==> src/rtl/kamacore_lsu_if.sv <==
// Bundle of EX-side, data-memory and WB/forwarding signals around the LSU.
// master = the LSU itself, slave = its environment (pipeline + memory).
interface kamacore_lsu_if #(
  parameter int XLEN   = 32,
  parameter int ADDR_W = 32,
  parameter int RA_W   = 5
);
  logic              in_valid, in_ready, in_mem_re, in_mem_we;
  logic [2:0]        in_funct3;
  logic [ADDR_W-1:0] in_addr;
  logic [XLEN-1:0]   in_wdata;
  logic [RA_W-1:0]   in_rd;
  logic              in_rd_we;
  logic              dmem_req_valid, dmem_req_ready, dmem_we, dmem_rsp_valid;
  logic [ADDR_W-1:0] dmem_addr;
  logic [XLEN/8-1:0] dmem_be;
  logic [XLEN-1:0]   dmem_wdata, dmem_rdata;
  logic              out_valid, out_rd_we;
  logic [RA_W-1:0]   out_rd;
  logic [XLEN-1:0]   out_result;
  logic [1:0]        out_fault;
  logic              fwd_we, fwd_pending;
  logic [RA_W-1:0]   fwd_a, fwd_pending_a;
  logic [XLEN-1:0]   fwd_data;

  modport master (
    input  in_valid, in_mem_re, in_mem_we, in_funct3, in_addr, in_wdata, in_rd, in_rd_we,
           dmem_req_ready, dmem_rsp_valid, dmem_rdata,
    output in_ready, dmem_req_valid, dmem_addr, dmem_we, dmem_be, dmem_wdata,
           out_valid, out_rd, out_rd_we, out_result, out_fault,
           fwd_we, fwd_a, fwd_data, fwd_pending, fwd_pending_a
  );

  modport slave (
    output in_valid, in_mem_re, in_mem_we, in_funct3, in_addr, in_wdata, in_rd, in_rd_we,
           dmem_req_ready, dmem_rsp_valid, dmem_rdata,
    input  in_ready, dmem_req_valid, dmem_addr, dmem_we, dmem_be, dmem_wdata,
           out_valid, out_rd, out_rd_we, out_result, out_fault,
           fwd_we, fwd_a, fwd_data, fwd_pending, fwd_pending_a
  );
endinterface

==> src/rtl/kamacore_lsu.sv <==
// Load/store unit: one op at a time, req/rsp data-memory port with
// backpressure, byte-lane steering, load extension, timeout abort.
module kamacore_lsu #(
  parameter int XLEN    = 32,
  parameter int ADDR_W  = 32,
  parameter int RA_W    = 5,
  parameter int TIMEOUT = 255
) (
  input logic          clk,
  input logic          rst,
  kamacore_lsu_if.master bus
);
  localparam int NB   = XLEN / 8;
  localparam int OFFW = $clog2(NB);
  localparam int CW   = $clog2(TIMEOUT + 1);

  typedef enum logic [1:0] {IDLE, REQ, WAIT} state_t;

  state_t            state_q, state_d;
  logic [CW-1:0]     cnt_q, cnt_d;
  logic              re_q, we_q, rd_we_q;
  logic [2:0]        f3_q;
  logic [OFFW-1:0]   off_q;
  logic [RA_W-1:0]   rd_q;
  logic [ADDR_W-1:0] addr_q;
  logic [NB-1:0]     be_q;
  logic [XLEN-1:0]   wdata_q;
  logic              ov_q, ov_d, orwe_q, orwe_d;
  logic [RA_W-1:0]   ord_q, ord_d;
  logic [XLEN-1:0]   ores_q, ores_d;
  logic [1:0]        of_q, of_d;
  logic              cap;

  logic              acc, illegal, misal, is_mem;
  logic [1:0]        sz;
  logic [OFFW-1:0]   in_off;
  logic [NB-1:0]     be_base;
  logic [XLEN-1:0]   wmask, lane, ld_ext;

  assign acc    = bus.in_valid & bus.in_ready;
  assign is_mem = bus.in_mem_re | bus.in_mem_we;
  assign sz     = bus.in_funct3[1:0];
  assign in_off = bus.in_addr[OFFW-1:0];

  // Decode legality and alignment of the offered operation.
  always_comb begin
    illegal = 1'b0;
    misal   = 1'b0;
    if (bus.in_mem_re & bus.in_mem_we) illegal = 1'b1;
    else if (bus.in_mem_re) begin
      case (bus.in_funct3)
        3'b000, 3'b001, 3'b010, 3'b100, 3'b101: illegal = 1'b0;
        3'b011, 3'b110:                         illegal = (XLEN != 64);
        default:                                illegal = 1'b1;
      endcase
    end else if (bus.in_mem_we) begin
      case (bus.in_funct3)
        3'b000, 3'b001, 3'b010: illegal = 1'b0;
        3'b011:                 illegal = (XLEN != 64);
        default:                illegal = 1'b1;
      endcase
    end
    case (sz)
      2'd1:    misal = bus.in_addr[0];
      2'd2:    misal = |bus.in_addr[1:0];
      2'd3:    misal = |bus.in_addr[2:0];
      default: misal = 1'b0;
    endcase
  end

  // Byte enables for the access size and a matching data mask.
  always_comb begin
    case (sz)
      2'd0:    be_base = NB'(1);
      2'd1:    be_base = NB'(3);
      2'd2:    be_base = NB'(15);
      default: be_base = '1;
    endcase
    wmask = '0;
    for (int i = 0; i < NB; i++) wmask[8*i +: 8] = {8{be_base[i]}};
  end

  // Pick the addressed lane out of the returned word and extend it.
  always_comb begin
    lane = bus.dmem_rdata >> {off_q, 3'b000};
    case (f3_q)
      3'b000:  ld_ext = XLEN'($signed(lane[7:0]));
      3'b001:  ld_ext = XLEN'($signed(lane[15:0]));
      3'b010:  ld_ext = XLEN'($signed(lane[31:0]));
      3'b100:  ld_ext = XLEN'(lane[7:0]);
      3'b101:  ld_ext = XLEN'(lane[15:0]);
      3'b110:  ld_ext = XLEN'(lane[31:0]);
      default: ld_ext = lane;
    endcase
  end

  // Next state, timeout counter and next WB result.
  always_comb begin
    state_d = state_q;
    cnt_d   = cnt_q;
    cap     = 1'b0;
    ov_d    = 1'b0;
    ord_d   = ord_q;
    orwe_d  = orwe_q;
    ores_d  = ores_q;
    of_d    = of_q;
    case (state_q)
      IDLE: if (acc) begin
        ord_d = bus.in_rd;
        if (is_mem && (illegal || misal)) begin
          ov_d = 1'b1; orwe_d = 1'b0; ores_d = '0;
          of_d = illegal ? 2'b10 : 2'b01;
        end else if (is_mem) begin
          cap = 1'b1; state_d = REQ; cnt_d = '0;
        end else begin
          ov_d   = 1'b1;
          orwe_d = bus.in_rd_we & (|bus.in_rd);
          ores_d = XLEN'(bus.in_addr);
          of_d   = 2'b00;
        end
      end
      REQ, WAIT: begin
        cnt_d = cnt_q + CW'(1);
        if (state_q == REQ && bus.dmem_req_ready && we_q) begin
          state_d = IDLE; ov_d = 1'b1; ord_d = rd_q; orwe_d = 1'b0; ores_d = '0; of_d = 2'b00;
        end else if (state_q == WAIT && bus.dmem_rsp_valid) begin
          state_d = IDLE; ov_d = 1'b1; ord_d = rd_q; orwe_d = rd_we_q & (|rd_q);
          ores_d = ld_ext; of_d = 2'b00;
        end else if (cnt_q == CW'(TIMEOUT - 1)) begin
          // Also taken when a load is accepted on the last allowed cycle:
          // there is no budget left to wait for its data.
          state_d = IDLE; ov_d = 1'b1; ord_d = rd_q; orwe_d = 1'b0; ores_d = '0; of_d = 2'b11;
        end else if (state_q == REQ && bus.dmem_req_ready) begin
          state_d = WAIT;
        end
      end
      default: state_d = IDLE;
    endcase
  end

  // State, captured operation and WB result registers.
  always_ff @(posedge clk or posedge rst) begin
    if (rst) begin
      state_q <= IDLE; cnt_q <= '0;
      re_q <= 1'b0; we_q <= 1'b0; rd_we_q <= 1'b0; f3_q <= '0; off_q <= '0; rd_q <= '0;
      addr_q <= '0; be_q <= '0; wdata_q <= '0;
      ov_q <= 1'b0; orwe_q <= 1'b0; ord_q <= '0; ores_q <= '0; of_q <= 2'b00;
    end else begin
      state_q <= state_d; cnt_q <= cnt_d;
      ov_q <= ov_d; orwe_q <= orwe_d; ord_q <= ord_d; ores_q <= ores_d; of_q <= of_d;
      if (cap) begin
        re_q    <= bus.in_mem_re;
        we_q    <= bus.in_mem_we;
        rd_we_q <= bus.in_rd_we;
        f3_q    <= bus.in_funct3;
        off_q   <= in_off;
        rd_q    <= bus.in_rd;
        addr_q  <= bus.in_addr & ~ADDR_W'(NB - 1);
        be_q    <= be_base << in_off;
        wdata_q <= (bus.in_wdata & wmask) << {in_off, 3'b000};
      end
    end
  end

  assign bus.in_ready       = (state_q == IDLE) & ~rst;
  assign bus.dmem_req_valid = (state_q == REQ);
  assign bus.dmem_addr      = addr_q;
  assign bus.dmem_we        = (state_q == REQ) & we_q;
  assign bus.dmem_be        = (state_q == REQ) ? be_q : '0;
  assign bus.dmem_wdata     = wdata_q;
  assign bus.out_valid      = ov_q;
  assign bus.out_rd         = ord_q;
  assign bus.out_rd_we      = orwe_q;
  assign bus.out_result     = ores_q;
  assign bus.out_fault      = of_q;
  assign bus.fwd_we         = orwe_q & ov_q;
  assign bus.fwd_a          = ord_q;
  assign bus.fwd_data       = ores_q;
  assign bus.fwd_pending    = (state_q != IDLE) & re_q;
  assign bus.fwd_pending_a  = rd_q;
endmodule

==> src/flat_wrapper.sv <==
// flat-port wrapper written by rule: the top's interface ports become plain ports
module kamacore_lsu_flat 
#(
  parameter int XLEN    = 32,
  parameter int ADDR_W  = 32,
  parameter int RA_W    = 5,
  parameter int TIMEOUT = 255
)
  (clk, rst, bus_in_valid, bus_in_mem_re, bus_in_mem_we, bus_in_funct3, bus_in_addr, bus_in_wdata, bus_in_rd, bus_in_rd_we, bus_dmem_req_ready, bus_dmem_rsp_valid, bus_dmem_rdata, bus_in_ready, bus_dmem_req_valid, bus_dmem_addr, bus_dmem_we, bus_dmem_be, bus_dmem_wdata, bus_out_valid, bus_out_rd, bus_out_rd_we, bus_out_result, bus_out_fault, bus_fwd_we, bus_fwd_a, bus_fwd_data, bus_fwd_pending, bus_fwd_pending_a);
  kamacore_lsu_if #(.XLEN(XLEN), .ADDR_W(ADDR_W), .RA_W(RA_W)) bus_i ();
  input logic clk;
  input logic rst;
  input wire logic [$bits(bus_i.in_valid)-1:0] bus_in_valid;
  input wire logic [$bits(bus_i.in_mem_re)-1:0] bus_in_mem_re;
  input wire logic [$bits(bus_i.in_mem_we)-1:0] bus_in_mem_we;
  input wire logic [$bits(bus_i.in_funct3)-1:0] bus_in_funct3;
  input wire logic [$bits(bus_i.in_addr)-1:0] bus_in_addr;
  input wire logic [$bits(bus_i.in_wdata)-1:0] bus_in_wdata;
  input wire logic [$bits(bus_i.in_rd)-1:0] bus_in_rd;
  input wire logic [$bits(bus_i.in_rd_we)-1:0] bus_in_rd_we;
  input wire logic [$bits(bus_i.dmem_req_ready)-1:0] bus_dmem_req_ready;
  input wire logic [$bits(bus_i.dmem_rsp_valid)-1:0] bus_dmem_rsp_valid;
  input wire logic [$bits(bus_i.dmem_rdata)-1:0] bus_dmem_rdata;
  output wire logic [$bits(bus_i.in_ready)-1:0] bus_in_ready;
  output wire logic [$bits(bus_i.dmem_req_valid)-1:0] bus_dmem_req_valid;
  output wire logic [$bits(bus_i.dmem_addr)-1:0] bus_dmem_addr;
  output wire logic [$bits(bus_i.dmem_we)-1:0] bus_dmem_we;
  output wire logic [$bits(bus_i.dmem_be)-1:0] bus_dmem_be;
  output wire logic [$bits(bus_i.dmem_wdata)-1:0] bus_dmem_wdata;
  output wire logic [$bits(bus_i.out_valid)-1:0] bus_out_valid;
  output wire logic [$bits(bus_i.out_rd)-1:0] bus_out_rd;
  output wire logic [$bits(bus_i.out_rd_we)-1:0] bus_out_rd_we;
  output wire logic [$bits(bus_i.out_result)-1:0] bus_out_result;
  output wire logic [$bits(bus_i.out_fault)-1:0] bus_out_fault;
  output wire logic [$bits(bus_i.fwd_we)-1:0] bus_fwd_we;
  output wire logic [$bits(bus_i.fwd_a)-1:0] bus_fwd_a;
  output wire logic [$bits(bus_i.fwd_data)-1:0] bus_fwd_data;
  output wire logic [$bits(bus_i.fwd_pending)-1:0] bus_fwd_pending;
  output wire logic [$bits(bus_i.fwd_pending_a)-1:0] bus_fwd_pending_a;
  assign bus_i.in_valid = bus_in_valid;
  assign bus_i.in_mem_re = bus_in_mem_re;
  assign bus_i.in_mem_we = bus_in_mem_we;
  assign bus_i.in_funct3 = bus_in_funct3;
  assign bus_i.in_addr = bus_in_addr;
  assign bus_i.in_wdata = bus_in_wdata;
  assign bus_i.in_rd = bus_in_rd;
  assign bus_i.in_rd_we = bus_in_rd_we;
  assign bus_i.dmem_req_ready = bus_dmem_req_ready;
  assign bus_i.dmem_rsp_valid = bus_dmem_rsp_valid;
  assign bus_i.dmem_rdata = bus_dmem_rdata;
  assign bus_in_ready = bus_i.in_ready;
  assign bus_dmem_req_valid = bus_i.dmem_req_valid;
  assign bus_dmem_addr = bus_i.dmem_addr;
  assign bus_dmem_we = bus_i.dmem_we;
  assign bus_dmem_be = bus_i.dmem_be;
  assign bus_dmem_wdata = bus_i.dmem_wdata;
  assign bus_out_valid = bus_i.out_valid;
  assign bus_out_rd = bus_i.out_rd;
  assign bus_out_rd_we = bus_i.out_rd_we;
  assign bus_out_result = bus_i.out_result;
  assign bus_out_fault = bus_i.out_fault;
  assign bus_fwd_we = bus_i.fwd_we;
  assign bus_fwd_a = bus_i.fwd_a;
  assign bus_fwd_data = bus_i.fwd_data;
  assign bus_fwd_pending = bus_i.fwd_pending;
  assign bus_fwd_pending_a = bus_i.fwd_pending_a;
  kamacore_lsu #(.XLEN(XLEN), .ADDR_W(ADDR_W), .RA_W(RA_W), .TIMEOUT(TIMEOUT)) u_core (.clk(clk), .rst(rst), .bus(bus_i));
endmodule
==> config.mk <==
export PLATFORM = sky130hd
export DESIGN_NAME = kamacore_lsu_flat
export DESIGN_NICKNAME = d
export VERILOG_FILES = /design/src/rtl/kamacore_lsu_if.sv /design/src/rtl/kamacore_lsu.sv /design/src/flat_wrapper.sv
export SDC_FILE = /design/constraint.sdc
export NUM_CORES = 1
export LEC_CHECK = 0
export ABC_AREA = 0
export CORE_MARGIN = 2
export CORE_UTILIZATION = 45
export DETAILED_ROUTE_END_ITERATION = 8
export MAX_ROUTING_LAYER = met4
export PLACE_DENSITY = 0.81
export SKIP_CTS_REPAIR_TIMING = 1
export SLEW_MARGIN = 25
export SYNTH_ARGS = -nofsm -noshare
export SYNTH_HDL_FRONTEND = slang
export SYNTH_SLANG_ARGS = --single-unit
==> constraint.sdc <==
create_clock -name clk -period 5.3 [get_ports clk]
set_input_delay 1.06 -clock clk [delete_from_list [all_inputs] [get_ports clk]]
set_output_delay 1.06 -clock clk [all_outputs]
set_load 0.03 [all_outputs]
==> results.txt <==
The flow ran to the end, and the final reports show no timing, DRC or antenna violations. Detailed placement ended at an HPWL of 15900 µm. The most used flip-flop cell after synthesis is sky130_fd_sc_hd__dfrtp_1. The largest vdd supply drop is 0.284 mV. The path class of the tightest hold or removal check is flip-flop to flip-flop. The count of buffers added on input and output ports is 265. Across all register-to-register paths, the minimum setup slack is 2.12 ns.

The number of filler cells placed in the layout is 1290. Yosys instantiated no cell more often than sky130_fd_sc_hd__dfrtp_1. Summed over all cells, the static leakage comes to 4.37 nW. The placer's final routability congestion estimate is roughly 0.9. Setup violations remaining at the end of the flow were counted as 0. The post-route worst setup slack is 1.66 ns. The average instance area after synthesis came out at 10.5 µm². The slew at the pin closest to its max-slew limit is around 0.95 ns.

For hold timing, the worst endpoint is u_core.be_q[3]. By startpoint and endpoint, the worst setup path is classified as primary input to output pin. By area, the combinational part of the netlist is dominated by multiplexers. The final worst-path cycle share is 68.8%. The number of endpoints with negative hold slack in the final report is 0. The die covers 17000 µm². The summed negative setup slack over all endpoints came out at 0 ns. The number of global-route vias before repair came out at 6024. The max-cap check violation count is 0. The cell count of the worst hold path is 2. The clock tree synthesis step divided the H-tree into 4 levels. The path depth of the worst reg2reg path came out at 6. Relative to the synthesized area, the layout overhead comes to 42.7%.

The first-iteration detailed-routing DRC count came out at 422. The via density per instance came out at 5.52. The portion of synthesized area spent on multiplexers is approximately a fifth. The final number of max-transition violations is 0. The floorplan core area is 15800 µm². The area fraction of the dominant cell type after synthesis is a little under half. The final critical delay including setup and external delays is approximately 3.6 ns.

The total standard cell area after synthesis is 7210 µm². The via count of the routed design is 6207. The total congestion overflow after global routing came out at 0. The utilization after layout came out at around 65%.

The clock insertion delay at the later pin of the skew report came out at between 0.4 and 0.5 ns. The number of enable flip-flop cells after synthesis came out at 0. In this run the count of I/O pins placed on the die edge is ~270. The first global-routing pass estimated 33100 µm of wire. The initial cell density of the core came out at 45.7%. Clock-pin slew was measured on the worst setup and hold paths at 0.06 ns. The highest attainable clock frequency is 274 MHz. The clock passes through at most 2 buffers. Synthesis produced 688 cells. The endpoint of the lowest-slack register-to-register path is u_core.bus.fwd_data[29]. The Yosys warning count is 0. The DRC violations left is 0. The antenna diode count came out at 0.

For the worst setup path, the data arrival time is 2.58 ns. The clock buffer count from CTS is 17. The number of core rows came out at 46.

TritonCTS built the clock tree. The worst hold margin is 0.481 ns. The all-layer global routing usage came out at 26.5%. In the post-synthesis netlist, the biggest area contributors are sky130_fd_sc_hd__dfrtp_1 (45%), sky130_fd_sc_hd__mux2_2 (13%), sky130_fd_sc_hd__mux2i_1 (5.1%), sky130_fd_sc_hd__buf_4 (4.4%), sky130_fd_sc_hd__nand2_1 (3.3%). The share of the Yosys chip area taken by registers is 45.1%.

After synthesis, the share of flip-flops with an asynchronous set or reset is 100%. The worst setup path is launched from a primary input. The placement-stage worst setup slack came out at 1.21 ns. Of the total synthesized cell area, the portion taken by full adders, half adders and majority gates is 1.04%. For the worst setup path, the data required time is 4.24 ns. The number of different library cells used by synthesis comes to between 50 and 60. The source of the worst hold timing path is u_core.be_q[3]. Setup repair after global routing left no endpoint under its margin.

The startpoint identified for the worst register-to-register timing path is u_core.state_q[1]. The number of antenna violations at the first check in global routing is 0. The post-synthesis share of cell area spent on and, or, nand and nor gates is 11.2%. In this run the power density over the cells is 560 nW/µm². The cell sitting at the root of the clock tree is a sky130_fd_sc_hd__clkbuf_16.

Entering global routing, the biggest net connects between 100 and 150 pins. The worst clock skew is 0.00777 ns. The routed wire length came out at 21900 µm. In this run the remaining antenna-violating nets after routing total 0. The number of clock sinks is 130.

The total number of nets in the final design is between 1000 and 1500. The critical-path maximum fanout is 3. The biggest area consumer among synthesized cells is sky130_fd_sc_hd__dfrtp_1. Summing the areas of all xor and xnor instances in the mapped netlist gives 0% of the synthesized area. The chip width came out at 131 µm. The post-route netlist has 14.9% of its cells at a drive strength greater than 1. The height of the die is 131 µm. The type of element capturing the critical path is an output pin.

Summing the areas of all compound-gate instances in the mapped netlist gives 15.8% of the synthesized area. In the final routed layout, each cell accounts on average for 19.5 µm. The number of optimization iterations in the first detailed-route pass came out at 5. The headroom to the max-slew limit came out at roughly 37%. In this run, synthesis produced a sequential element count of 130. After synthesis, the most frequently instantiated cells are sky130_fd_sc_hd__dfrtp_1 (130), sky130_fd_sc_hd__mux2_2 (84), sky130_fd_sc_hd__nand2_1 (64).
worst max path at each step:
stage,start,to,cells after the start
floorplan,rst,u_core.be_q[0],1
global placement,bus_in_funct3[1],u_core.bus.dmem_wdata[28],7
detailed placement,bus_in_funct3[1],u_core.bus.dmem_wdata[3],7
CTS,bus_in_funct3[1],u_core.bus.dmem_wdata[31],7
global route,bus_in_funct3[0],u_core.bus.fwd_data[15],6
finish,rst,bus_in_ready,3
area by class of cell:
| cell class | instances | area, µm² | share of cell area, % |
|---|---|---|---|
| clock buffers | 22 | 464 | 4.52 |
| clock inverters | 10 | 85.1 | 0.828 |
| inverters | 21 | 83.8 | 0.815 |
| multi-input cells | 453 | 3400 | 33.0 |
| flip-flops and latches | 130 | 3250 | 31.6 |
| well taps | 216 | 270 | 2.63 |
| repair buffers | 273 | 2730 | 26.5 |
cells in the final DEF (no fill, tap or decap), types with 3 or more instances in the layout:
master | synthesis | final
sky130_fd_sc_hd__o221ai_1 | 7 | 7
sky130_fd_sc_hd__buf_4 | 42 | 7
sky130_fd_sc_hd__o31ai_1 | 11 | 11
sky130_fd_sc_hd__clkbuf_1 | 22 | 3
sky130_fd_sc_hd__and2_1 | 10 | 10
sky130_fd_sc_hd__nand2_1 | 64 | 64
sky130_fd_sc_hd__nand3b_1 | 4 | 4
sky130_fd_sc_hd__mux2_2 | 84 | 84
sky130_fd_sc_hd__and3_1 | 9 | 9
sky130_fd_sc_hd__clkdlybuf4s50_1 | 0 | 264
sky130_fd_sc_hd__nor3_1 | 5 | 5
sky130_fd_sc_hd__clkinv_2 | 0 | 5
sky130_fd_sc_hd__inv_1 | 21 | 20
sky130_fd_sc_hd__o21ai_0 | 45 | 45
sky130_fd_sc_hd__dfrtp_1 | 130 | 130
sky130_fd_sc_hd__nor2_1 | 24 | 24
sky130_fd_sc_hd__o22a_1 | 10 | 10
sky130_fd_sc_hd__nor2b_1 | 4 | 4
sky130_fd_sc_hd__a22oi_1 | 8 | 8
sky130_fd_sc_hd__clkinvlp_4 | 0 | 4
sky130_fd_sc_hd__mux2_1 | 3 | 3
sky130_fd_sc_hd__a22o_1 | 10 | 10
sky130_fd_sc_hd__mux2i_1 | 37 | 37
sky130_fd_sc_hd__clkbuf_16 | 0 | 17
sky130_fd_sc_hd__nor3b_1 | 11 | 10
sky130_fd_sc_hd__nand3_1 | 11 | 11
sky130_fd_sc_hd__ha_1 | 6 | 5
sky130_fd_sc_hd__a221o_1 | 17 | 17
sky130_fd_sc_hd__nand2b_1 | 3 | 3
sky130_fd_sc_hd__a21oi_1 | 34 | 34
layer usage:
layer | track usage [%] | part of all wire (%) | up-vias
met5 | - | 0 | -
met4 | 9.45 | 2.8 | 0
met3 | 6.72 | 8.0 | 47
met2 | 43.3 | 49 | 274
met1 | 32.0 | 40 | 3003
li1 | - | - | 2883
power breakdown:
group / switching [mW] / internal (mW)
Clock: 0.434 / 0.664
Sequential: 0.319 / 1.38
Combinational: 1.65 / 1.31
Total: 2.40 / 3.36
flip-flops by register name (all words and copies together), names as in the netlist:
| register | cells |
|---|---|
| u_core.be_q | 4 |
| u_core.bus.dmem_addr | 30 |
| u_core.bus.dmem_wdata | 32 |
| u_core.bus.fwd_a | 5 |
| u_core.bus.fwd_data | 32 |
| u_core.bus.fwd_pending_a | 5 |
| u_core.bus.out_fault | 2 |
| u_core.bus.out_rd_we | 1 |
| u_core.bus.out_valid | 1 |
| u_core.cnt_q | 8 |
| u_core.f3_q | 3 |
| u_core.off_q | 2 |
| u_core.rd_we_q | 1 |
| u_core.re_q | 1 |
| u_core.state_q | 2 |
| u_core.we_q | 1 |
critical path: stages:
cell and delay [ns]:
sky130_fd_sc_hd__clkdlybuf4s50_1 0.51, sky130_fd_sc_hd__nor2b_1 0.27, sky130_fd_sc_hd__clkdlybuf4s50_1 0.74
cells by family after synthesis:
kind of cell             count (synthesis)
multiplexers                           124
AO/OA/AOI/OAI                          162
flip-flops                             130
buffers and inverters                  106
AND/OR/NAND/NOR                        159
other                                    1
adder cells (fa/ha/maj)                  6
per-stage QoR:
stage,area (µm²),std cells,power (mW)
floorplan,7210,689,3.57
global placement,9700,1092,4.62
detailed placement,9700,1092,4.68
CTS,10300,1124,5.79
global route,10300,1125,6.05
finish,10300,1125,5.76
(Power assumes the default switching activity.)
